[src/rtl/demux8_frame_capture_pkg.sv]
// Shared constants for the 8-channel select-tree mux/demux pair.
// The upstream mux bench and the receive-side demux use the same channel geometry.
package demux8_frame_capture_pkg;

  localparam int N_CH     = 8;
  localparam int SEL_W    = $clog2(N_CH);
  localparam int LAST_IDX = N_CH - 1;

  typedef logic [SEL_W-1:0] sel_t;

endpackage : demux8_frame_capture_pkg

[src/rtl/demux_sel_counter.sv]
// Channel select counter: advances on each valid bit, realigns on frame_start,
// and flags the bit that lands on the last channel.
module demux_sel_counter
  import demux8_frame_capture_pkg::*;
#(
  parameter int P_N_CH  = demux8_frame_capture_pkg::N_CH,
  parameter int P_SEL_W = demux8_frame_capture_pkg::SEL_W
) (
  input  logic               clk,
  input  logic               rst,
  input  logic               i_realign,
  input  logic               i_advance,
  output logic [P_SEL_W-1:0] o_sl,
  output logic               o_last
);

  localparam logic [P_SEL_W-1:0] LP_LAST = P_SEL_W'(P_N_CH - 1);

  logic [P_SEL_W-1:0] r_sl;
  logic [P_SEL_W-1:0] w_sl_next;

  // A realign with a valid bit consumes channel 0, so the count resumes at 1.
  always_comb begin
    w_sl_next = r_sl;
    if (i_realign) begin
      if (i_advance) begin
        w_sl_next = P_SEL_W'(1);
      end else begin
        w_sl_next = '0;
      end
    end else if (i_advance) begin
      w_sl_next = r_sl + P_SEL_W'(1);
    end else begin
      w_sl_next = r_sl;
    end
  end

  always_ff @(posedge clk or posedge rst) begin
    if (rst) begin
      r_sl <= '0;
    end else begin
      r_sl <= w_sl_next;
    end
  end

  assign o_sl   = r_sl;
  assign o_last = i_advance & ~i_realign & (r_sl == LP_LAST);

endmodule : demux_sel_counter

[src/rtl/demux8_frame_capture.sv]
// Serial-to-parallel receive end of the 8:1 select-tree mux: rebuilds frames
// from the time-multiplexed stream and offers them on a valid/ready handshake.
module demux8_frame_capture
#(
  parameter int N_CH  = demux8_frame_capture_pkg::N_CH,
  parameter int SEL_W = demux8_frame_capture_pkg::SEL_W
) (
  input  logic             clk,
  input  logic             rst,
  input  logic             din,
  input  logic             din_valid,
  input  logic             frame_start,
  output logic [SEL_W-1:0] sl,
  output logic [N_CH-1:0]  y,
  output logic             y_valid,
  input  logic             y_ready,
  output logic             overflow,
  input  logic             ovf_clr
);

  import demux8_frame_capture_pkg::*;

  logic [SEL_W-1:0] w_sl;
  logic             w_last;
  logic [N_CH-1:0]  w_shadow_next;
  logic [N_CH-1:0]  w_frame;
  logic             w_ovf_set;

  logic [N_CH-1:0]  r_shadow;
  logic [N_CH-1:0]  r_y;
  logic             r_y_valid;
  logic             r_ovf;

  demux_sel_counter #(
    .P_N_CH  (N_CH),
    .P_SEL_W (SEL_W)
  ) u_sel_counter (
    .clk       (clk),
    .rst       (rst),
    .i_realign (frame_start),
    .i_advance (din_valid),
    .o_sl      (w_sl),
    .o_last    (w_last)
  );

  // Realign clears the upper channels so a dropped partial frame leaves no residue.
  always_comb begin
    w_shadow_next = r_shadow;
    if (frame_start) begin
      w_shadow_next = '0;
      if (din_valid) begin
        w_shadow_next[0] = din;
      end else begin
        w_shadow_next[0] = 1'b0;
      end
    end else if (din_valid) begin
      w_shadow_next[w_sl] = din;
    end else begin
      w_shadow_next = r_shadow;
    end
  end

  assign w_frame   = {din, r_shadow[N_CH-2:0]};
  assign w_ovf_set = w_last & r_y_valid & ~y_ready;

  always_ff @(posedge clk or posedge rst) begin
    if (rst) begin
      r_shadow <= '0;
    end else begin
      r_shadow <= w_shadow_next;
    end
  end

  // A completing frame always wins the output register, consumed or not.
  always_ff @(posedge clk or posedge rst) begin
    if (rst) begin
      r_y       <= '0;
      r_y_valid <= 1'b0;
    end else if (w_last) begin
      r_y       <= w_frame;
      r_y_valid <= 1'b1;
    end else if (r_y_valid && y_ready) begin
      r_y_valid <= 1'b0;
    end
  end

  always_ff @(posedge clk or posedge rst) begin
    if (rst) begin
      r_ovf <= 1'b0;
    end else if (w_ovf_set) begin
      r_ovf <= 1'b1;
    end else if (ovf_clr) begin
      r_ovf <= 1'b0;
    end
  end

  assign sl       = w_sl;
  assign y        = r_y;
  assign y_valid  = r_y_valid;
  assign overflow = r_ovf;

endmodule : demux8_frame_capture

[config.mk]
export PLATFORM = sky130hd
export DESIGN_NAME = demux8_frame_capture
export DESIGN_NICKNAME = d
export VERILOG_FILES = /design/src/rtl/demux8_frame_capture_pkg.sv /design/src/rtl/demux_sel_counter.sv /design/src/rtl/demux8_frame_capture.sv
export SDC_FILE = /design/constraint.sdc
export NUM_CORES = 1
export LEC_CHECK = 0
export ABC_CLOCK_PERIOD_IN_PS = 2100
export CAP_MARGIN = 30
export CORE_MARGIN = 8
export CORE_UTILIZATION = 49
export CTS_BUF_LIST = sky130_fd_sc_hd__clkbuf_8 sky130_fd_sc_hd__clkbuf_16
export DETAILED_ROUTE_END_ITERATION = 10
export GPL_ROUTABILITY_DRIVEN = 1
export PLACE_DENSITY_LB_ADDON = 0.15
export SLEW_MARGIN = 20
export SYNTH_ARGS = -nofsm -noshare
export SYNTH_HDL_FRONTEND = slang
export SYNTH_SLANG_ARGS = --single-unit
[constraint.sdc]
create_clock -name clk -period 2.1 [get_ports clk]
set_input_delay 0.42 -clock clk [delete_from_list [all_inputs] [get_ports clk]]
set_output_delay 0.42 -clock clk [all_outputs]
set_load 0.05 [all_outputs]
==> results.sh <==
export IMPL_avgSynthCellArea_um2=13.59
export IMPL_hold_violations=0
export IMPL_route_detailed_drc=0
export IMPL_period_minus_slack_ns=1.848
export IMPL_worst_path_dominant_cell_family="buffers and inverters"
export IMPL_power_share_switching_pct=25.37
export IMPL_power_density_nw_per_um2=689.4
export IMPL_synth_warnings=0
export IMPL_met2_length_um=752
export IMPL_overflow=0
export IMPL_hold_worst_slack_ns=0.4908
export IMPL_switchingPower_w=0.0002123
export IMPL_htree_num_levels=1
export IMPL_final_nets=103
export IMPL_synth_top_cell_area_share_pct=51.88
export IMPL_synth_nets=80
export IMPL_cts_sinks=20
export IMPL_cts_resized=0
export IMPL_dp_hpwl_um=1183
export IMPL_synth_seq_cells=20
export IMPL_final_max_slew_violation_count=0
export IMPL_grt_pass1_vias=616
export IMPL_cts_tree="done"
export IMPL_fp_dieArea_um2=3645
export IMPL_drt_wl_total_um=1645
export IMPL_ys_types=19
export IMPL_grt_max_degree=21
export IMPL_crit_chain="clkdlybuf4s50_1"
export IMPL_start_util_pct=50.72
export IMPL_max_cap_violations=0
export IMPL_fin_crit_sh_pct=87.99
export IMPL_cts_buffers=3
export IMPL_nFillCells=157
export IMPL_cp_end_kind="output port"
export IMPL_cts_root_buffer="clkbuf_8"
export IMPL_worst_endpoint_required_ns=1.68
export IMPL_via_per_inst=4.867
export IMPL_wl_met1_um=749
export IMPL_stdcell_count=120
export IMPL_seq_area_frac_synth_pct=51.88
export IMPL_placed_area_um2=1159
export IMPL_postCtsSetupBuffers=0
export IMPL_crit_fanout=2
export IMPL_synth_area_um2=964.7
export IMPL_std_cell_rows=16
export IMPL_power_share_clock_pct=34.6
export IMPL_grt_usage_pct=10.64
export IMPL_max_stage_delay_ns=0.81
export IMPL_post_drt_wl_per_cell_um=13.71
export IMPL_first_pass_iters=2
export IMPL_io_pins=20
export IMPL_combPwrFrac_pct=15.8
export IMPL_rsz0062_at_grt="false"
export IMPL_fmax_mhz=541.2
export IMPL_dr_max_layer_used="met4"
export IMPL_yosysTopAreaCell="dfrtp_1"
export IMPL_cp_arrival_ns=1.43
export IMPL_die_y_um=60.37
export IMPL_power_leakage_nw=0.6070
export IMPL_clk_pin_slew_ns=0.07
export IMPL_setup_violations=0
export IMPL_cp_slowest_cell="clkdlybuf4s50_1"
export IMPL_route_met3_wl_um=97
export IMPL_synth_top_cells_by_area="dfrtp_1 52%, mux2_4 12%, mux2i_1 8.3%"
export IMPL_postLayoutCoreUtil_pct=63.82
export IMPL_port_buffers=19
export IMPL_coreArea_um2=1902
export IMPL_peakVddDrop_uv=397.8
export IMPL_drive_above_1_share_pct=22.58
export IMPL_diodes=0
export IMPL_outcome="finished, final reports clean"
export IMPL_cts_buffer_depth=2
export IMPL_seqPwrFrac_pct=49.6
export IMPL_antenna_found_initial=0
export IMPL_startpoint_type="register"
export IMPL_hold_path_class="primary input to async pin"
export IMPL_postSynthCellCount=71
export IMPL_fin_tns_setup_ns=0
export IMPL_antenna_left=0
export IMPL_path_buf_inv=1
export IMPL_skew_ns=0.002522
export IMPL_dr_first_iter_drc_count=6
export IMPL_finish_instance_area_um2=1214
export IMPL_die_w_um=60.37
export IMPL_syn2layout_area_growth_pct=25.81
export IMPL_ctsHoldBuffers=0
export IMPL_worst_pin_slew_ns=0.4963
export IMPL_intPower_w=0.0006244
export IMPL_grt_pass1_wl_um=2808
export IMPL_insertion_delay_ns=0.26
export IMPL_max_slew_margin_pct=66.81
export IMPL_dp_cells=116
export IMPL_criticalPathCategory="register to output port"
export IMPL_gp_congestion=0.7409
export IMPL_num_vias=584
## state kept, by name (all words and copies together) (netlist names)
| register | cells |
|---|---|
| overflow | 1 |
| r_shadow | 7 |
| u_sel_counter.o_sl | 3 |
| y | 8 |
| y_valid | 1 |
## placed cells by master (no fill, tap or decap), types with 2 or more instances in the layout
cell type         n
and4bb_1          3
buf_4             8
clkbuf_8          4
clkdlybuf4s50_1  16
dfrtp_1          20
ha_1              2
inv_1             2
mux2_4            8
mux2i_1           8
nand2b_1          3
nand4b_1          3
nor2_1            8
## synthesized netlist by cell type, drive strengths merged
library cell and count:
dfrtp 20, mux2 8, mux2i 8, nor2 8
buf 5, and4bb 3, nand2b 3, nand4b 3
ha 2, inv 2, clkbuf 1, nand2 1
nand3b 1, nor3 1, nor4b 1, o211ai 1
o21ai 1, o22ai 1, xnor2 1
## worst min-delay path: stages
cell and delay (ns):
clkdlybuf4s50_1 0.40, inv_1 0.05, buf_4 0.25
## area by class of cell
| cell class | instances | area (um^2) | area share [%] |
|---|---|---|---|
| Sequential cell | 20 | 500.5 | 41.24 |
| Multi-Input combinational cell | 43 | 396.6 | 32.68 |
| Clock buffer | 4 | 55.05 | 4.536 |
| Tap cell | 27 | 33.78 | 2.784 |
| Inverter | 2 | 7.507 | 0.6186 |
| Timing Repair Buffer | 24 | 220.2 | 18.14 |
## through the flow
step,worst slack [ns],total power [W]
6_report,0.2522,0.0008367
5_1_grt,0.1992,0.0008786
4_1_cts,0.2369,0.0008506
3_5_place_dp,0.2702,0.0005572
3_3_place_gp,0.3150,0.0005542
2_1_floorplan,0.3382,0.0005194
## per-layer routing
metal,GRT usage [%],up-vias
li1,-,288
met1,13.05,279
met2,15.40,12
met3,2.966,5
met4,8.163,0
met5,0,-
## cells by family (layout without fill, tap and decap cells)
| kind of cell | after synthesis | in the layout | share of synthesized area (%) |
|---|---|---|---|
| mux | 16 | 16 | 20.75 |
| compound gates | 3 | 3 | 1.946 |
| flops | 20 | 20 | 51.88 |
| simple gates | 21 | 21 | 14.92 |
| xor+xnor | 1 | 1 | 0.9081 |
| buf+inv | 8 | 30 | 7.003 |
| fa+ha+maj | 2 | 2 | 2.594 |
## power groups by stage
stage	Combinational, W	Sequential (W)	Clock [W]
final	0.000132	0.000415	0.000290
after global routing	0.000145	0.000417	0.000316
after CTS	0.000135	0.000415	0.000301
after detailed placement	0.000134	0.000423	0
after global placement	0.000133	0.000422	0
after floorplan	0.0000692	0.000450	0
## path summary, 6_finish.rpt
| path | startpoint | end | slack (ns) | depth (start not counted) |
|---|---|---|---|---|
| setup / recovery | y[7]$_DFFE_PP0P_ | y[7] | 0.25 | 1 |
| hold / removal | rst | y[1]$_DFFE_PP0P_ | 0.49 | 3 |
| setup reg to reg | u_sel_counter.o_sl[1]$_DFFE_PP0P_ | y[3]$_DFFE_PP0P_ | 0.49 | 5 |
| hold reg to reg | y_valid$_DFFE_PP0P_ | y_valid$_DFFE_PP0P_ | 0.51 | 2 |
| max in group asynchronous | rst | u_sel_counter.o_sl[0]$_DFFE_PP0P_ | 1.41 | 3 |
| min in group clk | y_valid$_DFFE_PP0P_ | y_valid$_DFFE_PP0P_ | 0.51 | 2 |
(Power assumes the default switching activity.)
